--- config.mk ---
export PLATFORM = sky130hd
export DESIGN_NAME = bus_control_sequencer
export DESIGN_NICKNAME = d
export VERILOG_FILES = /design/src/rtl/bus_control_sequencer.sv
export SDC_FILE = /design/constraint.sdc
export NUM_CORES = 1
export LEC_CHECK = 0
export CAP_MARGIN = 0
export CORE_MARGIN = 2
export CORE_UTILIZATION = 35
export CTS_CLUSTER_SIZE = 8
export DETAILED_ROUTE_END_ITERATION = 10
export PLACE_DENSITY_LB_ADDON = 0.12
export SLEW_MARGIN = 15
export SYNTH_ARGS = -nofsm -noshare
export SYNTH_HDL_FRONTEND = slang
export SYNTH_SLANG_ARGS = --single-unit
--- constraint.sdc ---
create_clock -name clk -period 2.22 [get_ports clk]
set_input_delay 0.222 -clock clk [delete_from_list [all_inputs] [get_ports clk]]
set_output_delay 0.222 -clock clk [all_outputs]
set_load 0.05 [all_outputs]
--- src/rtl/bus_control_sequencer.sv ---
// Timing/control sequencer for the basic computer: T0..T6 step counter, instruction
// decode, indirect-bit latch. Optional macro INDIRECT_EN enables the T3 indirect fetch.
module bus_control_sequencer (
  input  logic        clk,
  input  logic        rst_n,
  input  logic        run,
  input  logic [15:0] ir,
  input  logic        ac_neg,
  input  logic        ac_zero,
  input  logic        e_flag,
  input  logic        dr_zero,
  output logic [2:0]  bus_sel,
  output logic [6:0]  ld,
  output logic [6:0]  inc,
  output logic [6:0]  clr,
  output logic [2:0]  alu_op,
  output logic        e_clr,
  output logic        e_cmp,
  output logic        mem_wr,
  output logic [2:0]  sc,
  output logic        halted
);

  localparam int unsigned SEL_W = 3;

  localparam logic [SEL_W-1:0] SRC_NONE = SEL_W'(0);
  localparam logic [SEL_W-1:0] SRC_AR   = SEL_W'(1);
  localparam logic [SEL_W-1:0] SRC_PC   = SEL_W'(2);
  localparam logic [SEL_W-1:0] SRC_DR   = SEL_W'(3);
  localparam logic [SEL_W-1:0] SRC_AC   = SEL_W'(4);
  localparam logic [SEL_W-1:0] SRC_IR   = SEL_W'(5);
  localparam logic [SEL_W-1:0] SRC_MEM  = SEL_W'(7);

  localparam logic [2:0] ALU_NONE = 3'd0;
  localparam logic [2:0] ALU_AND  = 3'd1;
  localparam logic [2:0] ALU_ADD  = 3'd2;
  localparam logic [2:0] ALU_LDA  = 3'd3;
  localparam logic [2:0] ALU_CMA  = 3'd4;
  localparam logic [2:0] ALU_CIR  = 3'd5;
  localparam logic [2:0] ALU_CIL  = 3'd6;

`ifdef INDIRECT_EN
  localparam logic IND_EN = 1'b1;
`else
  localparam logic IND_EN = 1'b0;
`endif

  typedef enum logic [2:0] {T0, T1, T2, T3, T4, T5, T6} step_t;

  step_t      step_q, step_d;
  logic       i_q, i_d;
  logic       halted_q, halted_d;
  logic       active;
  logic       last_step;
  logic       halt_hit;
  logic [2:0] d_op;

  assign d_op   = ir[14:12];
  assign active = run & ~halted_q & rst_n;
  assign sc     = step_q;
  assign halted = halted_q;

  // State register
  always_ff @(posedge clk or negedge rst_n) begin
    if (!rst_n) begin
      step_q   <= T0;
      i_q      <= 1'b0;
      halted_q <= 1'b0;
    end else begin
      step_q   <= step_d;
      i_q      <= i_d;
      halted_q <= halted_d;
    end
  end

  // Step decode, control strobes and next state
  always_comb begin
    bus_sel   = SRC_NONE;
    ld        = '0;
    inc       = '0;
    clr       = '0;
    alu_op    = ALU_NONE;
    e_clr     = 1'b0;
    e_cmp     = 1'b0;
    mem_wr    = 1'b0;
    last_step = 1'b0;
    halt_hit  = 1'b0;
    step_d    = step_q;
    i_d       = i_q;
    halted_d  = halted_q;

    if (active) begin
      case (step_q)
        T0: begin
          bus_sel    = SRC_PC;
          ld[SRC_AR] = 1'b1;
        end
        T1: begin
          bus_sel     = SRC_MEM;
          ld[SRC_IR]  = 1'b1;
          inc[SRC_PC] = 1'b1;
        end
        T2: begin
          bus_sel    = SRC_IR;
          ld[SRC_AR] = 1'b1;
        end
        T3: begin
          if (d_op == 3'd7) begin
            last_step = 1'b1;
            // Register-reference: only the highest set bit of ir[11:0] acts
            if (!i_q) begin
              if      (ir[11]) clr[SRC_AC] = 1'b1;
              else if (ir[10]) e_clr       = 1'b1;
              else if (ir[9])  alu_op      = ALU_CMA;
              else if (ir[8])  e_cmp       = 1'b1;
              else if (ir[7])  alu_op      = ALU_CIR;
              else if (ir[6])  alu_op      = ALU_CIL;
              else if (ir[5])  inc[SRC_AC] = 1'b1;
              else if (ir[4])  inc[SRC_PC] = ~ac_neg;
              else if (ir[3])  inc[SRC_PC] = ac_neg;
              else if (ir[2])  inc[SRC_PC] = ac_zero;
              else if (ir[1])  inc[SRC_PC] = ~e_flag;
              else if (ir[0])  halt_hit    = 1'b1;
            end
          end else if (i_q) begin
            bus_sel    = SRC_MEM;
            ld[SRC_AR] = 1'b1;
          end
        end
        T4: begin
          case (d_op)
            3'd0, 3'd1, 3'd2, 3'd6: begin
              bus_sel    = SRC_MEM;
              ld[SRC_DR] = 1'b1;
            end
            3'd3: begin
              bus_sel   = SRC_AC;
              mem_wr    = 1'b1;
              last_step = 1'b1;
            end
            3'd4: begin
              bus_sel    = SRC_AR;
              ld[SRC_PC] = 1'b1;
              last_step  = 1'b1;
            end
            3'd5: begin
              bus_sel     = SRC_PC;
              mem_wr      = 1'b1;
              inc[SRC_AR] = 1'b1;
            end
            default: last_step = 1'b1;
          endcase
        end
        T5: begin
          case (d_op)
            3'd0: begin alu_op = ALU_AND; last_step = 1'b1; end
            3'd1: begin alu_op = ALU_ADD; last_step = 1'b1; end
            3'd2: begin alu_op = ALU_LDA; last_step = 1'b1; end
            3'd5: begin
              bus_sel    = SRC_AR;
              ld[SRC_PC] = 1'b1;
              last_step  = 1'b1;
            end
            3'd6:    inc[SRC_DR] = 1'b1;
            default: last_step   = 1'b1;
          endcase
        end
        T6: begin
          last_step = 1'b1;
          if (d_op == 3'd6) begin
            bus_sel     = SRC_DR;
            mem_wr      = 1'b1;
            inc[SRC_PC] = dr_zero;
          end
        end
        default: last_step = 1'b1;
      endcase

      step_d = last_step ? T0 : step_t'(step_q + 3'd1);
      if (step_q == T2) i_d = IND_EN & ir[15];
      if (halt_hit) halted_d = 1'b1;
    end
  end

endmodule

==> results of run 1 <==
==> metal layers <==
layer / share of wire [%] / vias to the layer above / track usage (%)
met5: 0 / - / 0
met4: 1.6 / 0 / 6.84
met3: 5.8 / 4 / 2.26
met2: 53 / 37 / 36.7
met1: 39 / 470 / 22.7
li1: - / 490 / -
==> kinds of logic after synthesis <==
| family | share of synthesized area, % |
|---|---|
| buffers and inverters | 16.4 |
| DFF | 11.9 |
| and+or+nand+nor | 35.4 |
| AOI/OAI and AO/OA | 21.2 |
| other | 0.447 |
| adders and majority gates | 13.4 |
| muxes | 1.19 |
==> worst max-delay path by stage <==
stage | slack [ns] | to | cells past startpoint | startpoint
final | 0.06 | e_cmp | 6 | sc[1]
after global routing | 0.0006 | bus_sel[1] | 6 | sc[1]
after CTS | 0.04 | bus_sel[1] | 6 | sc[1]
after detailed placement | 0.06 | e_cmp | 6 | ir[12]
after global placement | 0.1 | inc[2] | 5 | ir[8]
after floorplan | -0.17 | bus_sel[1] | 6 | sc[0]
==> state kept, by name, indices dropped and copies added, names as in the netlist <==
register,flops
sc,3
halted,1
==> what timing repair did <==
item / CTS / global route
pin swaps: 1 / 0
gates resized for setup: 1 / 3
endpoints found under the setup margin: 1 / 4
==> power by group through the flow <==
| stage | registers [mW] | logic (mW) | clock network [mW] |
|---|---|---|---|
| after floorplan | 0.182 | 0.385 | 0 |
| after global placement | 0.125 | 0.660 | 0 |
| after detailed placement | 0.125 | 0.674 | 0 |
| after CTS | 0.125 | 0.678 | 0.109 |
| after global routing | 0.128 | 0.732 | 0.112 |
| final | 0.124 | 0.684 | 0.104 |
==> placed cells by master (no fill, tap or decap), types with 3 or more instances in the layout <==
cell type         n
dfrtp_2           3
nand2_1          14
nor2_1           10
inv_1             6
clkdlybuf4s50_1  25
nand3_1           5
ha_1              6
nor3_2            3
buf_12           18
buf_4             8
conb_1           12
clkbuf_4          3
o21ai_0           5
==> final cells by class <==
| class | count | area, um2 | area share, % |
|---|---|---|---|
| Sequential cell | 4 | 104 | 6.48 |
| Timing Repair Buffer | 51 | 671 | 41.9 |
| Inverter | 7 | 26.3 | 1.64 |
| Multi-Input combinational cell | 99 | 739 | 46.2 |
| Clock buffer | 4 | 26.3 | 1.64 |
| Tap cell | 28 | 35.0 | 2.19 |
==> synth_stat cells, types with 2 or more instances <==
library cell / instances
inv_1: 7
dfrtp_1: 4
nor3_1: 4
o22ai_1: 2
o21ai_0: 5
nand3_1: 5
nand3b_1: 2
nor2_1: 11
a31oi_1: 2
a21oi_1: 4
a22o_1: 2
nand2_1: 14
clkbuf_1: 3
buf_2: 2
a21o_1: 2
buf_4: 12
ha_1: 9
nor2b_1: 2
==> per-stage QoR <==
stage,worst slack [ns],std cells
2_1_floorplan,-0.174,127
3_3_place_gp,0.0965,189
3_5_place_dp,0.0627,189
4_1_cts,0.0386,193
5_1_grt,0.000571,193
6_report,0.0583,193
==> qor.csv, run 1 <==
metric,value,unit
mean post-synth cell area,7.23,um2
"Arr. time, crit path",1.94,ns
CP Cell Sequence,ha_4 -> ha_4 -> nand3_4 -> or3_4 -> nor4b_4 -> buf_12,
Worst-Skew Late Latency,0.25,ns
largest net degree at the start of global routing,17,
Initial Util,37.5,%
maximum clock rate,0.463,GHz
1st-iter DRT viols,38,
"Design Area, Final",0.00160,mm2
global route overflow,0,
critical path's most frequent cell,ha_4,
crit path max-delay cell type,dfrtp_2,
initial antenna violation count,0,
worst slew pin tran,0.545,ns
Core Region,0.00223,mm2
vias in the first global route,998,
Synth top area share,13.4,%
setup TNS,0,ns
critical setup path kind,flip-flop to output port,
Worst Reg-to-Reg Cells,5,
io pins,57,
Num CTS Buffers,3,
R2R Setup Slk,0.42,ns
Final Skew,0.00853,ns
"EDFF count, synth",0,
GP Congestion,0.811,
Final Hold Viols,0,
sequential-to-total area share from yosys stat,11.9,%
chip width,52.9,um
Worst R2R Start,sc[1],
Hold Slack,0.260,ns
ys flop type,dfrtp_1,
Sink Count,4,
Power Dens Cells,570,mW/mm2
H-tree levels,1,
Residual DRC,0,
Total Power,912,uW
total wire length,2630,um
Syn Inst Count,116,
first-pass GRT wire length,4200,um
CP top delay family,simple AND/OR/NAND/NOR gates,
HPWL after detailed placement,2220,um
post-synth top area cell,ha_1,
switch share,52.8,%
Final Setup Violations,0,
clk root buf,clkbuf_4,
DR WL/cell,13.6,um
Fill cells,191,
Post-synth ARST share,100,%
CTS max path bufs,2,
MaxCap Viol Count,0,
Crit path largest cell delay,0.43,ns
via count,1001,
die area,0.00280,mm2
Yosys reg bits,4,
final period utilization,97.4,%
Flop pwr share,13.6,%
postcts setup bufs,0,
CP Data Required Time,2.00,ns
Sw Pwr,482,uW
clk slew on worst S/H paths,0.04,ns
Initial DRT Pass Iterations,4,
worst-path maximum fanout,6,
status,"complete, no violations",
synthesis-to-layout area growth,91.0,%
leakage power,0.624,nW
DRT antenna net count,0,
minimum clock period,2.16,ns
fin util,71.7,%
CTS tree,built,
worst r2r dst,sc[1],
layout cells sized above 1,32.1,%
Tot GR Track Use,19.6,%
Crit. End Element,output port,
Final Max Tran Viols,0,
drt via density,5.19,
nets@finish,198,
synth warn,0,
combinational power share,75.0,%
hold crit path type,input port to asynchronous set/reset pin,
Cell Rows,17,
slew margin rel.,63.1,%
die height,52.9,um
Buf/Inv on CP,1,
Worst VDD drop,0.544,mV
Mapped Area,838,um2
CP Launch Type,flip-flop,
Ant. Diodes,0,
hold_buf cts,0,
unrepaired setup endpoints after global routing,false,
IO buf count,43,
Internal Power,430,uW
Area after DPL,0.00157,mm2
clock power share,11.4,%
Synth cell types,42,
Area contributors post-synth,"ha_1 13%, dfrtp_1 12%, buf_4 11%",
Power figures use the tool's default switching activity.
==> run 2: changes to the inputs <==
Settings changed: PLACE_DENSITY set to 0.8, PLACE_DENSITY_LB_ADDON 0.12 to unset.
==> qor.csv, run 2 (synthesis results as in run 1) <==
metric,value,unit
status,"complete, no violations",
Largest register FFs,3,
pre-CTS setup slack,0.0467,ns
CP Cell Sequence,clkdlybuf4s50_1 -> or4_4 -> nor2_1 -> nand3b_1 -> a21oi_2 -> buf_12,
Final Skew,0.00640,ns
global route overflow,0,
die area,0.00280,mm2
HPWL after detailed placement,2230,um
DR WL/cell,13.7,um
setup TNS,0,ns
synthesis-to-layout area growth,96.0,%
CP Launch Type,input port,
Hold Slack,0.262,ns
CP Data Required Time,2.00,ns
MaxCap Viol Count,0,
minimum clock period,2.14,ns
1st-iter DRT viols,22,
"Arr. time, crit path",1.92,ns
unrepaired setup endpoints after global routing,false,
CP top delay family,simple AND/OR/NAND/NOR gates,
Power Dens Cells,578,mW/mm2
Residual DRC,0,
clk slew on worst S/H paths,0.04,ns
CTS tree,built,
Sink Count,4,
Worst Reg-to-Reg Cells,6,
vias in the first global route,992,
Ant. Diodes,0,
chip width,52.9,um
Initial Util,37.5,%
Final Max Tran Viols,0,
largest net degree at the start of global routing,17,
DRT antenna net count,0,
critical setup path kind,input port to output port,
"commonest non-fill, non-tap cell in the layout",clkdlybuf4s50_1,
drt via density,5.23,
die height,52.9,um
first-pass GRT wire length,4150,um
layout cells sized above 1,34.1,%
Worst-Skew Late Latency,0.25,ns
worst setup margin,0.0779,ns
Crit. End Element,output port,
nets@finish,203,
GP Congestion,0.783,
crit path max-delay cell type,or4_4,
CTS max path bufs,2,
total wire length,2710,um
Initial DRT Pass Iterations,4,
final period utilization,96.5,%
maximum clock rate,0.467,GHz
"commonest cells after routing, fill and taps aside","25 x clkdlybuf4s50_1, 18 x buf_12, 14 x nand2_1",
leakage power,0.649,nW
via count,1035,
IO buf count,43,
initial antenna violation count,0,
Worst VDD drop,0.593,mV
slew margin rel.,61.0,%
Crit path largest cell delay,0.57,ns
io pins,57,
worst-path maximum fanout,3,
Cell Rows,17,
Area after DPL,0.00158,mm2
"Design Area, Final",0.00164,mm2
Critical Path Stages,6,
H-tree levels,1,
Final Hold Viols,0,
fin util,73.6,%
Fill cells,174,
worst slew pin tran,0.576,ns
Buf/Inv on CP,2,
Final Setup Violations,0,
Core Region,0.00223,mm2
Num CTS Buffers,3,
Tot GR Track Use,19.2,%
hold crit path type,input port to asynchronous set/reset pin,
clk root buf,clkbuf_4,
[run 2: timing repair]
action / CTS / global route
setup endpoints to repair: 0 / 5
gates resized for setup: 0 / 4
setup buffers: 0 / 3
hold buffers: 0 / 0
[run 2: area by class of cell]
type	instances	area (um2)	area share, %
clock buffer	4	26.3	1.60
sequential	4	104	6.32
multi-input combinational	99	743	45.2
timing repair buffer	56	708	43.1
inverter	7	26.3	1.60
tap	28	35.0	2.13
[run 2: worst paths after layout]
path	startpoint	endpoint	slack (ns)
hold reg to reg	halted	halted	0.52
hold / removal	rst_n	sc[0]	0.26
max in group asynchronous	rst_n	sc[1]	1.84
setup / recovery	ir[8]	alu_op[1]	0.08
setup reg to reg	sc[0]	sc[1]	0.32
min in group clk	halted	halted	0.52
[run 2: per-layer routing]
layer  vias to the layer above  track usage, %  wire length (um)
met3                         5            1.98               111
met5                         -               0                 0
met1                       498            21.8              1020
met2                        33            36.5              1530
li1                        499               -                 -
met4                         0            6.84                37
[run 2: stage by stage]
step           total power [mW]  instances
2_1_floorplan             0.567        127
3_3_place_gp              0.782        191
3_5_place_dp              0.799        191
4_1_cts                   0.910        195
5_1_grt                    1.01        198
6_report                  0.950        198
[run 2: where the power goes]
| group | switching, mW | internal (mW) | total (mW) | leakage, nW |
|---|---|---|---|---|
| logic | 0.426 | 0.295 | 0.722 | 0.585 |
| registers | 0.0316 | 0.0936 | 0.125 | 0.0491 |
| clock network | 0.0355 | 0.0678 | 0.103 | 0.0150 |
| total | 0.493 | 0.457 | 0.950 | 0.649 |
